--- config.mk ---
export PLATFORM = sky130hd
export DESIGN_NAME = rr_arb_mux
export DESIGN_NICKNAME = d
export VERILOG_FILES = /design/src/rtl/rr_arb_mux.sv
export SDC_FILE = /design/constraint.sdc
export NUM_CORES = 1
export LEC_CHECK = 0
export ABC_CLOCK_PERIOD_IN_PS = 3000
export BUFFER_PORTS_ARGS = -buffer_cell sky130_fd_sc_hd__buf_4
export CAP_MARGIN = 20
export CORE_ASPECT_RATIO = 0.75
export CORE_MARGIN = 8
export CORE_UTILIZATION = 49
export CTS_CLUSTER_DIAMETER = 30
export DETAILED_ROUTE_END_ITERATION = 6
export GPL_TIMING_DRIVEN = 0
export PLACE_DENSITY_LB_ADDON = 0.3
export SLEW_MARGIN = 20
export SYNTH_ARGS = -nofsm -noshare
export SYNTH_HDL_FRONTEND = slang
export SYNTH_SLANG_ARGS = --single-unit
--- constraint.sdc ---
create_clock -name clk -period 3 [get_ports clk]
set_clock_uncertainty 0.2 [all_clocks]
set_input_delay 0.3 -clock clk [delete_from_list [all_inputs] [get_ports clk]]
set_output_delay 0.3 -clock clk [all_outputs]
set_load 0.03 [all_outputs]
--- src/rtl/rr_arb_mux.sv ---
// rr_arb_mux: registered N-to-1 mux with a round-robin / fixed-priority
// arbiter and valid/ready handshakes on every input and on the output.
//
// Ports:
//   clk        rising-edge clock
//   reset      synchronous, active-high reset
//   fixed_pri  0 = round-robin from ptr, 1 = lowest index wins
//   in_valid   per-channel request
//   in_data    channel i at bits [i*WIDTH +: WIDTH]
//   in_ready   one-hot (or zero) accept back to the granted channel
//   out_valid  output register holds a word
//   out_data   registered word from the winning channel
//   out_src    index of the channel that supplied out_data
//   out_ready  downstream takes out_data this cycle
module rr_arb_mux #(
  parameter int WIDTH    = 32,
  parameter int CHANNELS = 4,
  parameter int SEL_W    = $clog2(CHANNELS)
) (
  input  logic                      clk,
  input  logic                      reset,
  input  logic                      fixed_pri,
  input  logic [CHANNELS-1:0]       in_valid,
  input  logic [CHANNELS*WIDTH-1:0] in_data,
  output logic [CHANNELS-1:0]       in_ready,
  output logic                      out_valid,
  output logic [WIDTH-1:0]          out_data,
  output logic [SEL_W-1:0]          out_src,
  input  logic                      out_ready
);

  logic [SEL_W-1:0] ptr;
  logic [SEL_W-1:0] g;
  logic             gnt;
  logic [WIDTH-1:0] g_data;
  logic             load_en;
  logic             xfer;

  // Register is free, or its word leaves this same cycle.
  assign load_en = ~out_valid | out_ready;
  assign xfer    = gnt & load_en & ~reset;

  // Walk the channels starting at ptr (or at 0 in fixed mode) and take
  // the first valid one. Only the winner's data is ever read, so
  // garbage on idle channels cannot reach the output register.
  always_comb begin
    int idx;
    idx    = 0;
    gnt    = 1'b0;
    g      = '0;
    g_data = '0;
    for (int k = 0; k < CHANNELS; k++) begin
      idx = fixed_pri ? k : int'(ptr) + k;
      if (idx >= CHANNELS)
        idx = idx - CHANNELS;
      if (!gnt && in_valid[idx]) begin
        gnt    = 1'b1;
        g      = SEL_W'(idx);
        g_data = in_data[idx*WIDTH +: WIDTH];
      end
    end
  end

  always_comb begin
    in_ready = '0;
    if (xfer)
      in_ready[g] = 1'b1;
  end

  always_ff @(posedge clk) begin
    if (reset) begin
      out_valid <= 1'b0;
      out_data  <= '0;
      out_src   <= '0;
      ptr       <= '0;
    end else if (xfer) begin
      out_valid <= 1'b1;
      out_data  <= g_data;
      out_src   <= g;
      if (!fixed_pri)
        ptr <= (g == SEL_W'(CHANNELS-1)) ? '0 : g + 1'b1;
    end else if (out_ready) begin
      out_valid <= 1'b0;
    end
  end

endmodule

* Yosys cells after proc, flatten, opt, wreduce, memory -nomap -nowiden *
Cells that the tools add are included.

storage, ports and cells
  output and inout bits = 39
  logic and storage cells = 80
  input bits = 136
  bits in registers = 37

cells by class
  multiplexer cells = 38
  bitwise logic cells = 6
  $add $sub $neg = 8
  reduce and logical (&&, ||, !) cells = 9
  $lt $le $gt $ge = 10
  equal/unequal tests = 1
  shift-type cells = 4

operator list
  cell                   number
  $shiftx A128 B32 Y32   4
  $mux W32               8
  $lt A32 B4 Y1 const B  4
  $mux W1                15
  $mux W2                6
  $sub A3 B3 Y4 const B  3
  $ge A3 B3 Y1 const B   3
  $mux W3                3
  $bmux W1 S2            4
  $add A2 B2 Y3 const B  2
  $logic_and A1 B1 Y1    4
  $mux W4                1
  $sub A2 B3 Y4 const B  1
  $add A2 B1 Y3 const B  1
  $ge A2 B3 Y1 const B   1
  $logic_not A1 Y1       3
  $lt A2 B3 Y1 const B   1
  $not A1 Y1             3
  $add A2 B1 Y2 const B  1
  $and A1 B1 Y1          2
  $demux W1 S2           1
  $eq A2 B2 Y1 const B   1
  $ge A2 B1 Y1 const B   1
  $reduce_and A2 Y1      1
  2 further kinds        2

* Depth between registers and ports, before layout *
  depth in word-level cells = 21
  gate-level depth with buffers = 13
  mapped depth without buffers = 10

* Worst setup path after synthesis *
Ideal clock, no wire load.

  path kind = reg2out
  start = reg ptr[0]
  end = out in_ready[0]
  data arrival time = 2.647 ns
  stages on the path, launching flop included = 13
  path slack = -0.147 ns
  cell sequence = dfxtp_1 -> inv_1 -> ha_1 -> nor2b_1 -> clkbuf_1 -> mux4_2 -> buf_2 -> buf_2 -> a21oi_1 -> o21ai_0 -> inv_1 -> ha_1 -> and2_1

on the way
  cells in the longest elaborated chain, start to end = 21
  elaborated cells between the ends (all ways) = 53

RTL lines
  item                                                                    line  text
  start: declaration                                                      32    logic [SEL_W-1:0] ptr;
  start signal: assignment                                                81    ptr <= (g == SEL_W'(CHANNELS-1)) ? '0 : g + 1'b1;
  parallel branches: the longest is 15 deep, another holds $sub A3 B3 Y4  n/a
  $mux W2 *                                                               56    if (!gnt && in_valid[idx]) begin
  named net g[0]                                                          33    logic [SEL_W-1:0] g;
  $lt A2 B3 Y1 (implied by the code) or $ge A2 B1 Y1 (tied branches)      67    in_ready[g] = 1'b1;
  $logic_and A1 B1 Y1 (implied by the code)                               67
  $mux W1 (implied by the code)                                           67
  $demux W1 S2 *                                                          67
  $mux W4 *                                                               66    if (xfer)
  end: declaration                                                        25    output logic [CHANNELS-1:0] in_ready,

Mark *: on every way through the listed nets, which the timed path passes. The select of a mux whose other input is x is not followed.

* Worst setup path in the final report *
  start = reg ptr[0]
  end = out in_ready[2]

The elaborated chain is that of the path after synthesis.

==> results.txt <==
Summing all non-filler instances in the final layout gives an area of 7864 um^2. After clock tree synthesis, the clock-pin slew on the worst setup and hold paths is 0.06 ns. The placed instances occupy a cell area of 7333 um^2. At the pin with the least slew margin, the transition time is 0.8796 ns. The fraction of synthesized cell area taken by the top area cell type came out at 0.5109. The power per standard cell area was 420.2 nW/um^2. The clock passes through at most 2 buffers. The run gives 0.4136 as the worst slew margin relative to its limit. The per-instance average area after synthesis works out to 11.69 um^2.

The run gives 0.29 ns as the clock insertion delay at the later pin of the skew report. The element type at the critical path start is a flop. The proportion of layout cells with a drive suffix above 1 is 0.6115, and the final count of pins violating max slew is 0. For the core area, the log shows 11570 um^2.

In the synthesized netlist the dominant register cell turns out to be dfxtp_1. The checks that failed: setup timing. Detailed-route wire length: 22200 um.

The area fraction in and, or, nand and nor cells after synthesis was 0.03870. The cell type with the largest total area after synthesis is mux4_2. The final critical-path share of the clock period came out at 1.033. The routed via count divided by cell count is 7.119, and the total iterations of the first detailed-routing run is 5. The met3 routing resource usage after global routing was 0.07401; the critical-path maximum fanout was 5. Synthesis produced a netlist with a net count of 639. For this design the static power due to leakage is 3.203 nW. Across all layers, the routed design uses 6101 vias.

Number of antenna violations at the first check in global routing: 0. For the initial standard-cell utilization of the core, the log shows 0.5029. The tree built by TritonCTS fans out to 37 sinks. The synthesized cell area is 5819 um^2. The met2 global-route usage was 0.4579; the first-pass GRT wire length was 33880 um. The final hold violation count is 0.

The tools report the synthesized netlist cell count as 498. The logs give 4 for the number of endpoints failing setup at the final stage and 175 for the count of boundary I/O pins. The CTS buffer count was 5; the number of violations reported at the end of detailed-routing iteration 0 was 899. The setup path with the least slack is of type reg -> out. IR analysis of the VDD net gives a maximum drop of 0.0002696 V.

Max-cap violations in this run came to 0. In the post-synthesis netlist, the biggest area contributors are mux4_2 (51%), dfxtp_1 (13%), a21oi_1 (10%). The die covers 15660 um^2. Entering global routing, the biggest net connects 15 pins.

The worst setup path is captured at a primary output. The final standard cell utilization of the core is 0.6796. In the layout the commonest cells are buf_4 (193), mux4_2 (132), a21oi_1 (118), dfxtp_1 (35).

The busiest metal layer after global routing was met2. The run gives 0 as the number of warnings issued by yosys. The multiplexer area fraction after synthesis was 0.5930; the antenna diode count was 0. Row count: 34. The DRC violations left was 0. The logs give 0.2795 for the overall routing resource usage and 0 for the total congestion overflow. For the via count of the first global-routing pass, the log shows 6330. Synthesis inferred 37 register bits. Data arrives at the worst endpoint at 2.60 ns.

The synthesized netlist contains 36 unique library cells. The sequential cell area fraction in the yosys report came out at 0.1273. Derived from the worst setup path, the maximum achievable clock frequency is 0.3226 GHz.

The die boundary width came out at 141.8 um. The count of antenna-violating nets left after detailed routing was 0; the smallest setup slack after layout was -0.09986 ns. Leaving out fill and tap cells, the most frequent cell in the layout is buf_4. The data required time at the worst endpoint was 2.50 ns; the adder and majority gate portion of the synthesized area was 0.01075. Share of the synthesized netlist area taken by xor and xnor gates: 0. By area, the combinational part of the netlist is dominated by multiplexers. The floorplan step set the die height to 110.4 um. The met1 usage in global routing is 0.3573. The final weighted congestion in routability-driven placement was 0.9680. The number of buffers added on ports came out at 174. Detailed placement ended at an HPWL of 16190 um. After detailed routing, the average wire length per cell comes to 25.90 um. TritonCTS built the clock tree. The run finished, with violations left.

The number of enable-type register cells in the synthesized netlist is 0. The complex-gate fraction of the synthesized area came out at 0.1727. The worst hold path belongs to the class in -> reg. The number of H-tree branching levels is 2, and the share of synthesized registers carrying an async set or reset is 0. For this run, the post-layout net count is 836. Setup repair after global routing could not meet its margin everywhere.

The area overhead of the layout relative to synthesis was 35.13%; the final critical delay including setup and external delays was 3.100 ns. The tools report the buffer type at the clock tree root as clkbuf_16.
==> synthesized netlist by cell type, types with 3 or more instances <==
| library cell | n |
|---|---|
| buf_2 | 22 |
| and2_1 | 6 |
| a211oi_1 | 10 |
| or3_1 | 10 |
| o21ai_0 | 5 |
| mux2_2 | 22 |
| mux4_2 | 132 |
| nand2_1 | 5 |
| buf_4 | 4 |
| ha_1 | 5 |
| a2bb2oi_1 | 22 |
| a21oi_1 | 120 |
| dfxtp_1 | 37 |
| clkbuf_1 | 35 |
| inv_1 | 9 |
| nor2b_1 | 3 |
| nand2b_1 | 4 |
| mux2i_1 | 23 |
| nand3_1 | 4 |
==> registers in the layout, indices dropped and copies added (netlist names) <==
register   cells
out_valid      1
out_data      32
out_src        2
ptr            2
==> worst max-delay path, stage by stage (launching register included) <==
cell and delay [ns]:
dfxtp_4 0.38, inv_4 0.04, ha_4 0.25, nor2b_4 0.18, mux4_2 0.37, buf_6 0.15
and2_4 0.15, o21ai_4 0.16, o21ai_4 0.11, inv_2 0.12, ha_4 0.13, and2_4 0.12
buf_6 0.12
==> per-stage QoR <==
| step | setup slack (ns) | instances | TNS, ns | total power [mW] | hold WS (ns) |
|---|---|---|---|---|---|
| after global placement | -0.6910 | 834 | -6.668 | 2.529 | 0.2704 |
| after detailed placement | -0.6782 | 834 | -7.623 | 2.578 | 0.2798 |
| final | -0.09986 | 857 | -0.3376 | 3.305 | 0.1374 |
| after global routing | -0.1368 | 857 | -0.4920 | 3.443 | 0.1409 |
| after CTS | -0.1146 | 858 | -0.3901 | 3.227 | 0.1271 |
| after floorplan | 0.06214 | 498 | 0 | 1.943 | 0.1691 |
==> path summary, 6_finish.rpt <==
| kind | from | end | slack [ns] | cells after the start |
|---|---|---|---|---|
| hold / removal | out_ready | out_valid$_SDFFE_PP0P_ | 0.14 | 4 |
| setup reg to reg | ptr[0]$_SDFFE_PP0P_ | out_data[10]$_SDFFE_PP0P_ | 0.06 | 9 |
| hold reg to reg | out_src[1]$_SDFFE_PP0P_ | out_src[1]$_SDFFE_PP0P_ | 0.29 | 2 |
| setup / recovery | ptr[0]$_SDFFE_PP0P_ | in_ready[2] | -0.1 | 12 |
==> layer usage <==
| metal | vias to the layer above | share of wire |
|---|---|---|
| met3 | 53 | 0.14 |
| met5 | - | 0 |
| li1 | 2509 | - |
| met2 | 586 | 0.47 |
| met1 | 2953 | 0.37 |
| met4 | 0 | 0.023 |
==> layout make-up <==
class,instances,area (um^2)
plain buffers,57,337.8
clock buffers,7,142.6
inverters,10,40.04
repair buffers,197,1511
multi-input cells,387,4881
fillers,905,3707
flip-flops and latches,37,748.2
well taps,162,202.7
==> power by group <==
part,internal [mW],switching (mW)
clock,0.327,0.214
combinational,1.05,1.06
sequential,0.588,0.0662
total,1.96,1.34
==> logic make-up (layout without fill, tap and decap cells) <==
family / after synthesis / after routing
AO/OA/AOI/OAI: 167 / 167
adder cells (fa/ha/maj): 5 / 5
buffers and inverters: 74 / 271
flip-flops: 37 / 37
multiplexers: 177 / 177
AND/OR/NAND/NOR: 38 / 38
==> what timing repair did <==
item	CTS	global route
hold endpoints to repair	2	0
resized for setup	50	48
hold buffers	1	0
setup buffers	19	3
pin swaps	8	7
setup endpoints to repair	38	31
Note: power is estimated with default switching activity, not from simulation.
